<file path="config.mk">
export PLATFORM = sky130hd
export DESIGN_NAME = wc_seq
export DESIGN_NICKNAME = d
export VERILOG_FILES = /design/src/rtl/wc_seq.sv
export SDC_FILE = /design/constraint.sdc
export NUM_CORES = 1
export LEC_CHECK = 0
export ABC_AREA = 1
export CORE_AREA = 8 8 61 63
export CTS_CLUSTER_SIZE = 24
export DETAILED_ROUTE_END_ITERATION = 8
export DIE_AREA = 0 0 69 71
export PLACE_DENSITY = 0.83
export SETUP_SLACK_MARGIN = 0.05
export SYNTH_ARGS = -nofsm -noshare
export SYNTH_HDL_FRONTEND = slang
export SYNTH_SLANG_ARGS = --single-unit
</file>
<file path="constraint.sdc">
create_clock -name clk -period 3.3 [get_ports clk]
set_input_delay 0.66 -clock clk [delete_from_list [all_inputs] [get_ports clk]]
set_output_delay 0.66 -clock clk [all_outputs]
set_load 0.02 [all_outputs]
</file>
<file path="src/rtl/wc_seq.sv">
// wc_seq: loads a 3x3 kernel and a 4x4 tile into the convolution core, starts it,
// then drains the 2x2 result tile. Define WC_WDOG_EN to add a core-completion watchdog.
module wc_seq #(
    parameter int DW       = 10,
    parameter int WDOG_CYC = 255
) (
    input  logic          clk,
    input  logic          rst,
    input  logic          in_valid,
    output logic          in_ready,
    input  logic [DW-1:0] in_data,
    output logic          core_ld_en,
    output logic          core_ld_sel,
    output logic [3:0]    core_ld_addr,
    output logic [DW-1:0] core_ld_data,
    output logic          core_start,
    input  logic          core_done,
    output logic [1:0]    core_rd_addr,
    input  logic [DW-1:0] core_z,
    output logic          out_valid,
    input  logic          out_ready,
    output logic [DW-1:0] out_data,
    output logic          busy,
    output logic          err
);

    typedef enum logic [2:0] {
        IDLE,
        LD_K,
        LD_T,
        START,
        WAIT,
        RD_REQ,
        RD_OUT
    } state_t;

    localparam logic [3:0] KERN_LAST = 4'd8;
    localparam logic [3:0] TILE_LAST = 4'd15;
    localparam logic [1:0] RES_LAST  = 2'd3;

    state_t        state_q, state_d;
    logic [3:0]    cnt_q, cnt_d;
    logic [1:0]    rd_addr_q, rd_addr_d;
    logic [DW-1:0] out_data_q, out_data_d;

`ifdef WC_WDOG_EN
    // Counter only has to reach WDOG_CYC-1: the timeout fires in the last allowed WAIT cycle.
    localparam int WW = (WDOG_CYC > 1) ? $clog2(WDOG_CYC) : 1;

    logic [WW-1:0] wd_cnt_q, wd_cnt_d;
    logic          err_q, err_d;
`endif

    // NOTE: every signal written here gets a default first, so no path can leave one
    // unassigned and infer a latch.
    always_comb begin
        state_d      = state_q;
        cnt_d        = cnt_q;
        rd_addr_d    = rd_addr_q;
        out_data_d   = out_data_q;
        in_ready     = 1'b0;
        core_ld_en   = 1'b0;
        core_ld_sel  = 1'b0;
        core_ld_data = '0;
        core_start   = 1'b0;
        out_valid    = 1'b0;
`ifdef WC_WDOG_EN
        wd_cnt_d     = wd_cnt_q;
        err_d        = err_q;
`endif

        case (state_q)
            IDLE: begin
                // The word that wakes the sequencer is taken on the following cycle.
                if (in_valid) begin
                    state_d = LD_K;
                    cnt_d   = '0;
                end
            end

            LD_K: begin
                in_ready = 1'b1;
                if (in_valid) begin
                    core_ld_en   = 1'b1;
                    core_ld_data = in_data;
                    if (cnt_q == KERN_LAST) begin
                        cnt_d   = '0;
                        state_d = LD_T;
                    end else begin
                        cnt_d = cnt_q + 4'd1;
                    end
                end
            end

            LD_T: begin
                in_ready    = 1'b1;
                core_ld_sel = 1'b1;
                if (in_valid) begin
                    core_ld_en   = 1'b1;
                    core_ld_data = in_data;
                    if (cnt_q == TILE_LAST) begin
                        cnt_d   = '0;
                        state_d = START;
                    end else begin
                        cnt_d = cnt_q + 4'd1;
                    end
                end
            end

            START: begin
                core_start = 1'b1;
                state_d    = WAIT;
`ifdef WC_WDOG_EN
                wd_cnt_d   = '0;
`endif
            end

            WAIT: begin
                if (core_done) begin
                    state_d   = RD_REQ;
                    rd_addr_d = '0;
                end
`ifdef WC_WDOG_EN
                else if (wd_cnt_q == WW'(WDOG_CYC - 1)) begin
                    state_d = IDLE;
                    err_d   = 1'b1;
                end else begin
                    wd_cnt_d = wd_cnt_q + WW'(1);
                end
`endif
            end

            RD_REQ: begin
                // The core answers the address presented this cycle; sample it on exit.
                state_d    = RD_OUT;
                out_data_d = core_z;
            end

            RD_OUT: begin
                out_valid = 1'b1;
                if (out_ready) begin
                    if (rd_addr_q == RES_LAST) begin
                        rd_addr_d = '0;
                        state_d   = IDLE;
                    end else begin
                        rd_addr_d = rd_addr_q + 2'd1;
                        state_d   = RD_REQ;
                    end
                end
            end

            default: state_d = IDLE;
        endcase
    end

    // NOTE: state is updated with non-blocking assignments so every flop samples the
    // pre-edge value of every other flop.
    always_ff @(posedge clk) begin
        if (!rst) begin
            state_q    <= IDLE;
            cnt_q      <= '0;
            rd_addr_q  <= '0;
            out_data_q <= '0;
`ifdef WC_WDOG_EN
            wd_cnt_q   <= '0;
            err_q      <= 1'b0;
`endif
        end else begin
            state_q    <= state_d;
            cnt_q      <= cnt_d;
            rd_addr_q  <= rd_addr_d;
            out_data_q <= out_data_d;
`ifdef WC_WDOG_EN
            wd_cnt_q   <= wd_cnt_d;
            err_q      <= err_d;
`endif
        end
    end

    assign core_ld_addr = cnt_q;
    assign core_rd_addr = rd_addr_q;
    assign out_data     = out_data_q;
    assign busy         = (state_q != IDLE);

`ifdef WC_WDOG_EN
    assign err = err_q;
`else
    assign err = 1'b0;
`endif

endmodule

</file>
==> out/metrics.yaml <==
start_util: 0.403
io_buffers: 56
synth_area_mm2: 0.00115
yosysSeqAreaShare: 0.331
remaining_drc_errors: 0
critical_path.top_delay_family: "buffers and inverters"
fp-row-count: 20
rsz0062_at_grt: "false"
die_x_um: 69
synth_enable_flop_cells: 0
hpwl_um: 2400
cts_buffer_depth: 2
postCtsResizedCells: 0
critical_path_class: "in2out"
num_antenna_cells: 0
grt_max_degree: 21
cp_common_cell: "clkdlybuf4s50_1"
grtUsageMet2: 0.207
cts_hold_buf: 0
cts.htree.levels: 1
die_y_um: 71
slowest_delay_ns: 0.70
grt_pass1_vias: 1057
wl_um: 2940
worstMarginPinSlew_ns: 0.617
synth_area_leaders: "dfxtp_1 (33%), nand2_1 (11%), inv_1 (7.2%), a21oi_1 (7.0%), nor2_1 (5.5%)"
period_share: 0.865
syn_avg_cell_area_um2: 7.01
netlist_instances: 164
clockRootBuffer: "clkbuf_4"
cp_max_fo: 12
clock_skew_ns: 0.00124
use_met1: 0.131
final_cells: 251
ant_nets: 0
synth_ff_type: "dfxtp_1"
critPathLaunchType: "primary input"
fin_crit_ns: 2.85
power.density_mw_per_mm2: 572
path_cells: "clkdlybuf4s50_1 > nand2_1 > nor2_1 > clkdlybuf4s50_1"
top_usage_layer: "met2"
drive_above_1_share: 0.133
synth_most_common_cell: "nand2_1"
min-delay-path-class: "reg2reg"
io_pins: 58
drtIter0Drc: 33
wl_per_cell_um: 11.7
slew_violations: 0
status: "finished, final reports clean"
yosysTopAreaCell: "dfxtp_1"
coreArea_mm2: 0.00285
crit_slowest_cell: "clkdlybuf4s50_1"
ys_seq_elements: 19
synth_common_cells: "nand2_1 (33), inv_1 (22), dfxtp_1 (19)"
max_clock_freq_mhz: 350
synth_top_area_frac: 0.331
met3_usage: 0.0238
cap_violations: 0
endpoint_kind: "output port"
fillers: 259
cts.clk_slew.worst_paths_ns: 0.10
utilization: 0.608
crit_buf_inv: 2
grt_pass1_wl_um: 4820
arrival_ns: 2.19
drt-vias-per-instance: 4.48
antenna_found_initial: 0
vias: 1124
async_flop_share: 0
final_nets: 247
cp.required_ns: 2.64
track_usage: 0.114
ir_worst_vdd_mv: 0.357
setup_violations: 0
cts_buffers: 3
syn_to_final_growth_pct: 50.9
ys_types: 27
worstSkewPairLatency_ns: 0.29
relSlewSlack: 0.588
synth_warnings: 0
fin_tns_setup_ns: 0
dp_cells: 247
clock-sinks: 19
post_cts_buffers: 0
p_leak_nw: 0.696
hold_viol: 0
die-area_mm2: 0.00490
synth_nets: 192
gp_congestion: 0.757
drtPass1Iterations: 4
cts_tree: "built"
globalRouteOverflowTotal: 0
-- worst paths after layout --
check	startpoint	end	slack (ns)	cells after the start
max	in_valid	core_ld_data[2]	0.45	4
min	out_data[4]	out_data[4]	0.45	2
max reg2reg	state_q[0]	out_data[2]	1.60	3
min reg2reg	out_data[4]	out_data[4]	0.45	2
-- tightest hold or removal path: stages (launching register included) --
cell and delay (ns):
dfxtp_1 0.32, inv_1 0.04, a21oi_1 0.05
-- through the flow --
step / setup slack [ns] / cell area (µm²) / hold slack, ns / power [mW]
finish: 0.446 / 1740 / 0.449 / 0.992
global route: 0.332 / 1740 / 0.475 / 1.06
CTS: 0.444 / 1740 / 0.453 / 1.01
detailed placement: 0.447 / 1710 / 0.438 / 0.889
global placement: 0.454 / 1710 / 0.432 / 0.881
floorplan: 1.35 / 1150 / 0.520 / 0.683
-- cell type report --
cell class,instances,area [µm²],share of cell area
multi-input cells,110,613,0.353
repair buffers,56,561,0.323
flip-flops and latches,19,380,0.219
inverters,29,114,0.0656
well taps,33,41.3,0.0238
clock buffers,4,26.3,0.0151
-- power by group --
part	leakage, nW	total (mW)	switching (mW)	internal [mW]
sequential	0.154	0.292	0.0396	0.253
clock	0.0150	0.114	0.0671	0.0469
combinational	0.527	0.586	0.342	0.244
total	0.696	0.992	0.449	0.543
-- layer usage --
metal,up-vias,wire [µm]
met5,-,0
met4,0,21
met3,2,79
met2,20,1540
met1,486,1300
li1,616,-
-- logic make-up (layout without fill, tap and decap cells) --
| kind of cell | after synthesis | in the layout | share of synthesized area |
|---|---|---|---|
| AO/OA/AOI/OAI | 32 | 32 | 0.152 |
| XOR/XNOR | 1 | 1 | 0.00762 |
| adder cells (fa/ha/maj) | 3 | 3 | 0.0326 |
| buffers and inverters | 35 | 89 | 0.136 |
| flip-flops | 19 | 19 | 0.331 |
| other | 1 | 1 | 0.00326 |
| AND/OR/NAND/NOR | 73 | 73 | 0.337 |
-- flip-flops by register name (all words and copies together) (netlist names) --
register	cells
state_q	3
core_ld_addr	4
core_rd_addr	2
out_data	10
-- cell usage in the layout, fill, tap and decap left out --
cell	netlist	routed
clkdlybuf4s50_1	0	56
nand2_1	33	33
inv_1	22	22
dfxtp_1	19	19
nor2_1	17	17
a21oi_1	16	16
o21ai_0	12	12
nand2_4	5	5
inv_2	5	5
nand3_1	5	5
nor2_4	4	4
nand2_2	3	3
ha_1	3	3
clkbuf_4	0	3
inv_4	2	2
nor2_2	2	2
nand4_1	2	2
nand3_4	1	1
nand4_2	1	1
o21ai_1	1	1
o21ai_2	1	1
a211oi_2	1	1
xor2_1	1	1
a21oi_2	1	1
conb_1	1	1
clkbuf_1	2	1
No activity file was read; power rests on OpenSTA's default activity.
